==> config.mk <==
export PLATFORM = sky130hd
export DESIGN_NAME = control_cmd_writeregion
export DESIGN_NICKNAME = d
export VERILOG_FILES = /design/src/rtl/control_cmd_writeregion.sv
export SDC_FILE = /design/constraint.sdc
export NUM_CORES = 1
export LEC_CHECK = 0
export ABC_AREA = 1
export CELL_PAD_IN_SITES_DETAIL_PLACEMENT = 1
export CELL_PAD_IN_SITES_GLOBAL_PLACEMENT = 1
export CORE_MARGIN = 4
export CORE_UTILIZATION = 45
export CTS_CLUSTER_SIZE = 40
export DETAILED_ROUTE_END_ITERATION = 10
export HOLD_SLACK_MARGIN = 0.06
export PLACE_DENSITY_LB_ADDON = 0.1
export SETUP_SLACK_MARGIN = 0.5
export SLEW_MARGIN = 25
export SYNTH_ARGS = -nofsm -noshare
export SYNTH_HDL_FRONTEND = slang
export SYNTH_SLANG_ARGS = --single-unit
export TNS_END_PERCENT = 5
==> constraint.sdc <==
create_clock -name clk -period 5.4 [get_ports clk]
set_input_delay 1.08 -clock clk [delete_from_list [all_inputs] [get_ports clk]]
set_output_delay 1.08 -clock clk [all_outputs]
set_load 0.02 [all_outputs]
==> src/rtl/control_cmd_writeregion.sv <==
// Region-write command consumer: header (x0,y0,w-1,h-1) then clipped payload to FB RAM.
// Optional CMD_REGION_WRAP_EN: wrap coordinates instead of clipping.
module control_cmd_writeregion #(
  parameter int PIXEL_WIDTH     = 64,
  parameter int PIXEL_HEIGHT    = 32,
  parameter int BYTES_PER_PIXEL = 2,
  parameter int COORD_BITS      = 8,
  localparam int CB = (PIXEL_WIDTH > 1) ? $clog2(PIXEL_WIDTH) : 1,
  localparam int RB = (PIXEL_HEIGHT > 1) ? $clog2(PIXEL_HEIGHT) : 1,
  localparam int PB = (BYTES_PER_PIXEL > 1) ? $clog2(BYTES_PER_PIXEL) : 1,
  localparam int AW = RB + CB + PB
) (
  input  logic          clk,
  input  logic          reset,
  input  logic          enable,
  input  logic [7:0]    data_in,
  output logic [AW-1:0] addr,
  output logic [7:0]    data_out,
  output logic          ram_write_enable,
  output logic          ram_access_start,
  output logic          busy,
  output logic          done
);

  localparam int XW = COORD_BITS + 1;

  localparam logic [2:0] S_IDLE = 3'd0;
  localparam logic [2:0] S_HDRY = 3'd1;
  localparam logic [2:0] S_HDRW = 3'd2;
  localparam logic [2:0] S_HDRH = 3'd3;
  localparam logic [2:0] S_PAY  = 3'd4;
  localparam logic [2:0] S_DONE = 3'd5;

  localparam logic [PB-1:0] PIX_TOP = PB'(BYTES_PER_PIXEL - 1);

  logic [2:0]            state_q, state_d;
  logic [COORD_BITS-1:0] x0_q, x0_d;
  logic [COORD_BITS-1:0] y0_q, y0_d;
  logic [COORD_BITS-1:0] wm1_q, wm1_d;
  logic [COORD_BITS-1:0] hm1_q, hm1_d;
  logic [COORD_BITS-1:0] col_q, col_d;
  logic [COORD_BITS-1:0] row_q, row_d;
  logic [PB-1:0]         pix_q, pix_d;
  logic [AW-1:0]         addr_q, addr_d;
  logic [7:0]            data_q, data_d;
  logic                  we_q, we_d;
  logic                  tog_q, tog_d;
  logic                  busy_q, busy_d;
  logic                  done_q, done_d;

  logic [XW-1:0] x_sum, y_sum;
  logic [CB-1:0] x_pos;
  logic [RB-1:0] y_pos;
  logic          hit;
  logic          last;

  assign x_sum = XW'(x0_q) + XW'(col_q);
  assign y_sum = XW'(y0_q) + XW'(row_q);

`ifdef CMD_REGION_WRAP_EN
  // Wrap is gated only by the latched origin, not by the running position.
  assign x_pos = CB'(x_sum % XW'(PIXEL_WIDTH));
  assign y_pos = RB'(y_sum % XW'(PIXEL_HEIGHT));
  assign hit   = (XW'(x0_q) < XW'(PIXEL_WIDTH)) &&
                 (XW'(y0_q) < XW'(PIXEL_HEIGHT));
`else
  assign x_pos = CB'(x_sum);
  assign y_pos = RB'(y_sum);
  assign hit   = (x_sum < XW'(PIXEL_WIDTH)) &&
                 (y_sum < XW'(PIXEL_HEIGHT));
`endif

  assign last = (row_q == hm1_q) && (col_q == wm1_q) &&
                (pix_q == '0);

  always_comb begin
    state_d = state_q;
    x0_d    = x0_q;
    y0_d    = y0_q;
    wm1_d   = wm1_q;
    hm1_d   = hm1_q;
    col_d   = col_q;
    row_d   = row_q;
    pix_d   = pix_q;
    addr_d  = addr_q;
    data_d  = data_q;
    we_d    = we_q;
    tog_d   = tog_q;
    busy_d  = busy_q;
    done_d  = 1'b0;
    unique case (1'b1)
      (state_q == S_IDLE): begin
        if (enable) begin
          x0_d    = COORD_BITS'(data_in);
          busy_d  = 1'b1;
          state_d = S_HDRY;
        end
      end
      (state_q == S_HDRY): begin
        if (enable) begin
          y0_d    = COORD_BITS'(data_in);
          state_d = S_HDRW;
        end
      end
      (state_q == S_HDRW): begin
        if (enable) begin
          wm1_d   = COORD_BITS'(data_in);
          state_d = S_HDRH;
        end
      end
      (state_q == S_HDRH): begin
        if (enable) begin
          hm1_d   = COORD_BITS'(data_in);
          col_d   = '0;
          row_d   = '0;
          pix_d   = PIX_TOP;
          state_d = S_PAY;
        end
      end
      (state_q == S_PAY): begin
        if (enable) begin
          data_d = data_in;
          we_d   = 1'b1;
          if (hit) begin
            addr_d = {y_pos, x_pos, pix_q};
            tog_d  = ~tog_q;
          end
          if (pix_q == '0) begin
            pix_d = PIX_TOP;
            if (col_q == wm1_q) begin
              col_d = '0;
              row_d = row_q + 1'b1;
            end else begin
              col_d = col_q + 1'b1;
            end
          end else begin
            pix_d = pix_q - 1'b1;
          end
          if (last) begin
            done_d  = 1'b1;
            state_d = S_DONE;
          end
        end
      end
      (state_q == S_DONE): begin
        busy_d  = 1'b0;
        we_d    = 1'b0;
        data_d  = '0;
        state_d = S_IDLE;
      end
      default: state_d = S_IDLE;
    endcase
  end

  always_ff @(posedge clk or negedge reset) begin
    if (!reset) begin
      state_q <= S_IDLE;
      x0_q    <= '0;
      y0_q    <= '0;
      wm1_q   <= '0;
      hm1_q   <= '0;
      col_q   <= '0;
      row_q   <= '0;
      pix_q   <= '0;
      addr_q  <= '0;
      data_q  <= '0;
      we_q    <= 1'b0;
      tog_q   <= 1'b0;
      busy_q  <= 1'b0;
      done_q  <= 1'b0;
    end else begin
      state_q <= state_d;
      x0_q    <= x0_d;
      y0_q    <= y0_d;
      wm1_q   <= wm1_d;
      hm1_q   <= hm1_d;
      col_q   <= col_d;
      row_q   <= row_d;
      pix_q   <= pix_d;
      addr_q  <= addr_d;
      data_q  <= data_d;
      we_q    <= we_d;
      tog_q   <= tog_d;
      busy_q  <= busy_d;
      done_q  <= done_d;
    end
  end

  assign addr             = addr_q;
  assign data_out         = data_q;
  assign ram_write_enable = we_q;
  assign ram_access_start = tog_q;
  assign busy             = busy_q;
  assign done             = done_q;

endmodule
======== Word level (Yosys, flattened, before mapping) ========
Cells that the tools add are included.
operators by class
  $add $sub $neg .......................... 5
  multipliers ............................. 0
  divide/modulo/power cells ............... 0
  magnitude comparators ................... 2
  equality and inequality tests ........... 15
  shift-type cells ........................ 0
  mux-type cells .......................... 27
  bitwise logic cells ..................... 2
  reductions and logical operators ........ 18
operators with widths
  cell                                                        number
  two-way mux 8 bit                                           8
  case mux 8 bit (2 select lines)                             3
  adder 8 x 8 -> 9 bit                                        2
  two-way mux 3 bit                                           6
  adder 8 x 1 -> 8 bit, second input constant                 2
  equality test 8 bit                                         2
  case mux 3 bit (5 select lines)                             1
  inequality test 2 bit, second input constant                7
  AND reduction 2 bit                                         6
  less-than comparator 9 x 6 -> 1 bit, second input constant  1
  less-than comparator 9 x 7 -> 1 bit, second input constant  1
  equality test 3 x 2 -> 1 bit, second input constant         2
  equality test 3 bit, second input constant                  2
  two-way mux 1 bit                                           6
  case mux 1 bit (2 select lines)                             3
  AND reduction 3 bit                                         2
  AND reduction 6 bit                                         1
  nonzero test 2 bit                                          3
  AND reduction 5 bit                                         1
  AND reduction 4 bit                                         1
  equality test 3 x 1 -> 1 bit, second input constant         1
  logical AND 1 bit                                           3
  logical NOT 3 bit                                           1
  inequality test 2 x 1 -> 1 bit, second input constant       1
  other kinds (2)                                             3
word-level totals
  register bits ........................... 76
  bits in latches ......................... 0
  bits in writable memories ............... 0
  bits in read-only memories .............. 0
  word-level logic and storage cells ...... 83
  memories ................................ 0

======== Longest topological paths before layout ========
  word-level depth ........................ 6
  depth in mapped cells ................... 15
  depth with buffers taken out ............ 15

======== Worst setup path before layout ========
OpenSTA, ideal clock, no wires.
  path type ............................... input to register
  start ................................... input enable
  end ..................................... register addr_q[6] (netlist: addr[6])
  library setup time ...................... 0.113 ns
  data arrival time ....................... 1.943 ns
  setup slack ............................. 3.344 ns
  cell stages on the path ................. 11
  buffers on the path ..................... 0
  cell sequence ........................... inv_1 -> nor2_2 -> nand2_2 -> nor2_1 -> nand3_1 -> nor2_1 -> nand2_1 -> nor2_4 -> nand3_1 -> nand2_1 -> inv_1
between the ends
  longest elaborated chain between the ends .. 1
RTL lines
  what                                  line  text
  start: declaration                    15    input logic enable,
  AND reduction 3 bit (no source line)  --
  end signal: assignment                180   addr_q <= addr_d;
  end: declaration                      44    logic [AW-1:0] addr_q, addr_d;
No other way between the ends.
A chain may end at the register's enable or synchronous reset.

======== Worst setup path in the final report ========
  start ................................... input enable
  end ..................................... register row_q[7]
between the ends
  longest elaborated chain between the ends .. 2
RTL lines
  what                                      line  text
  inequality test 2 bit (no source line)    --
  AND reduction 5 bit (no source line) (*)  --
  end signal: assignment                    178   row_q <= row_d;
  end: declaration                          42    logic [COORD_BITS-1:0] row_q, row_d;
Mark *: on every way between the ends. The rest lies on a longest branch, timed or not.

==> flow_summary.json <==
{
  "ant_nets": 0,
  "cap_viol_max_count": 0,
  "synth_nets": 535,
  "status": "finished, final reports clean",
  "finalHoldViolCount": 0,
  "cp-end-kind": "flop",
  "post_cts_resized": 0,
  "drt-initial-drc-count": 130,
  "synth_area_um2": 4100,
  "h-tree-depth": 3,
  "initial_utilization": 0.466,
  "path_clk_slew_ps": 80,
  "synth.area.mux_share": 0,
  "drive_gt1_frac": 0.0699,
  "tightest_slew_ps": 704,
  "firstDrtPassIters": 4,
  "vias": 3381,
  "die_x_um": 103,
  "routedWlPerCell_um": 15.7,
  "fin_skew_ps": 8.95,
  "ys_seq_area_frac": 0.464,
  "syn2layout_area_growth_pct": 15.5,
  "io_pins": 35,
  "synthCells": 504,
  "hpwl_um": 7550,
  "slew_violations": 0,
  "slowest_stage": "clkdlybuf4s50_1",
  "viasPerCell": 5.19,
  "hold_buffers": 0,
  "cts_inserted_buffers": 9,
  "cp.required_ps": 5680,
  "rows": 34,
  "synth-seq-cells": 76,
  "critPathKind": "input pin to flop",
  "whs_ps": 470,
  "timing.fmax_mhz": 362,
  "grtUsageTotal": 0.210,
  "setup_viol": 0,
  "syn_avg_cell_area_um2": 8.14,
  "relSlewSlack": 0.531,
  "nets": 570,
  "fin_ws_ps": 2640,
  "cp-start-kind": "input pin",
  "yosys.area_share.simple": 0.242,
  "die_y_um": 103,
  "gp_congestion": 0.881,
  "cts_buffer_depth": 2,
  "finalCritPeriodShare": 0.511,
  "die_area_um2": 10700,
  "grt_pass1_wl_um": 17100,
  "rsz0062_at_grt": "no",
  "antenna_found_initial": 0,
  "final_area_um2": 4730,
  "hp-class": "flop to flop",
  "fillCellCount": 1080,
  "place_area_um2": 4510,
  "yosysWarnings": 0,
  "grt_max_degree": 77,
  "peakVddDrop_uv": 286,
  "core_um2": 8810,
  "path_max_fanout": 13,
  "root_buffer": "clkbuf_8",
  "slowest_delay_ps": 540,
  "clock_sinks": 76,
  "synth_compound_area_frac": 0.105,
  "crit_arrival_ps": 3040,
  "n_antenna_cell": 0,
  "synth_top_family_by_area": "simple AND/OR/NAND/NOR gates",
  "timing.setup.tns_ps": 0,
  "synth-xor-area-share": 0.0470,
  "period_minus_slack_ps": 2760,
  "routed_wl_um": 10200,
  "cp_cell_sequence": "clkdlybuf4s50_1 > inv_1 > nor2_2 > nand2_2 > o21ai_4 > inv_2 > a21oi_4 > nand2_1 > o21ai_2",
  "clk_latency_ps": 350,
  "synth_fa_ha_area_frac": 0.0647,
  "cts_tree": "built",
  "drcViolationCount": 0,
  "power_density_nw_per_um2": 501,
  "io_buffers": 34,
  "grt_pass1_vias": 3527,
  "post-place-ws_ps": 2280,
  "power_leakage_uw": 0.00235,
  "post-cts-setup-buffers": 0,
  "overflow": 0,
  "yosysUniqueCellTypes": 30
}
-- registers in the layout (all words and copies together) (netlist names), 3 cells and up --
register	cells
x0_q	8
y0_q	8
hm1_q	8
state_q	3
wm1_q	8
row_q	8
addr	12
col_q	8
data_out	8
-- cells in the final DEF, fill, tap and decap left out, drive strengths merged, types with 10 or more instances in the layout --
master         Yosys  final
ha                18     18
dfrtp             76     76
nand2            155    155
nor2              42     42
inv               67     68
nand3             24     24
a21oi             10     10
xor2              17     17
clkdlybuf4s50      0     33
clkbuf             6     11
o21ai             55     55
-- per-stage QoR --
step	total power [uW]	cells	util
6_report	2370	652	0.538
5_1_grt	2560	652	0.538
4_1_cts	2400	652	0.537
3_5_place_dp	1890	636	0.512
3_3_place_gp	1830	636	0.512
2_1_floorplan	1570	504	-
-- path summary, 6_finish.rpt --
kind                       slack (ps)  cells past startpoint                    to                  from
setup / recovery                 2640                      9  row_q[7]$_DFFE_PN0P_                enable
hold / removal                    470                      2  addr[11]$_DFFE_PN0P_  addr[11]$_DFFE_PN0P_
setup reg to reg                 3070                     15   addr[6]$_DFFE_PN0P_  col_q[0]$_DFFE_PN0P_
hold reg to reg                   470                      2  addr[11]$_DFFE_PN0P_  addr[11]$_DFFE_PN0P_
max in group asynchronous        4160                      1  row_q[4]$_DFFE_PN0P_                 reset
min in group asynchronous         730                      1   addr[2]$_DFFE_PN0P_                 reset
-- logic make-up after synthesis --
logic type	after synthesis
compound gates	75
xor+xnor	22
fa+ha+maj	20
buf+inv	77
flops	76
simple gates	234
-- power breakdown --
group	total (uW)	switching, uW	internal (uW)
registers	946	179	767
clock network	494	219	275
logic	932	568	364
total	2370	965	1410
-- cell usage after synthesis --
library cell / n / area (um2)
nand2_1: 150 / 563
dfrtp_1: 76 / 1900
inv_1: 65 / 244
o21ai_0: 44 / 220
nor2_1: 35 / 131
nand3_1: 23 / 115
ha_1: 18 / 225
xor2_1: 17 / 149
a21oi_1: 9 / 45.0
nor3_1: 8 / 40.0
o22ai_1: 8 / 50.1
clkbuf_1: 6 / 22.5
nor2_2: 5 / 31.3
o21ai_1: 5 / 25.0
o21ai_2: 5 / 43.8
xnor2_1: 5 / 43.8
buf_6: 4 / 45.0
nand2_2: 4 / 25.0
nand4_1: 3 / 18.8
fa_1: 2 / 40.0
inv_2: 2 / 7.51
nor2_4: 2 / 22.5
a21oi_4: 1 / 16.3
a31oi_1: 1 / 6.26
nand2_4: 1 / 11.3
nand3_4: 1 / 17.5
nand3b_1: 1 / 7.51
nor3b_1: 1 / 7.51
o21ai_4: 1 / 16.3
o21bai_1: 1 / 7.51
-- per-layer routing --
metal	global-route usage	up-vias	share of wire
met5	0	-	0
met4	0.0707	0	0.020
met3	0.0376	15	0.038
met2	0.355	61	0.48
met1	0.273	1645	0.47
li1	-	1660	-
-- final cells by class --
cell class	instances	area, um2	area share
clock buffer	11	141	0.0299
clock inverter	5	83.8	0.0177
inverter	67	251	0.0531
multi-input combinational	351	1880	0.397
sequential	76	1900	0.402
tap	108	135	0.0285
timing repair buffer	34	342	0.0721
-- critical path, delay by kind of cell --
family                 cells  cell delay (ps)
AO/OA/AOI/OAI              3              730
buffers and inverters      3              740
AND/OR/NAND/NOR            3              480
Power figures use the tool's default switching activity.
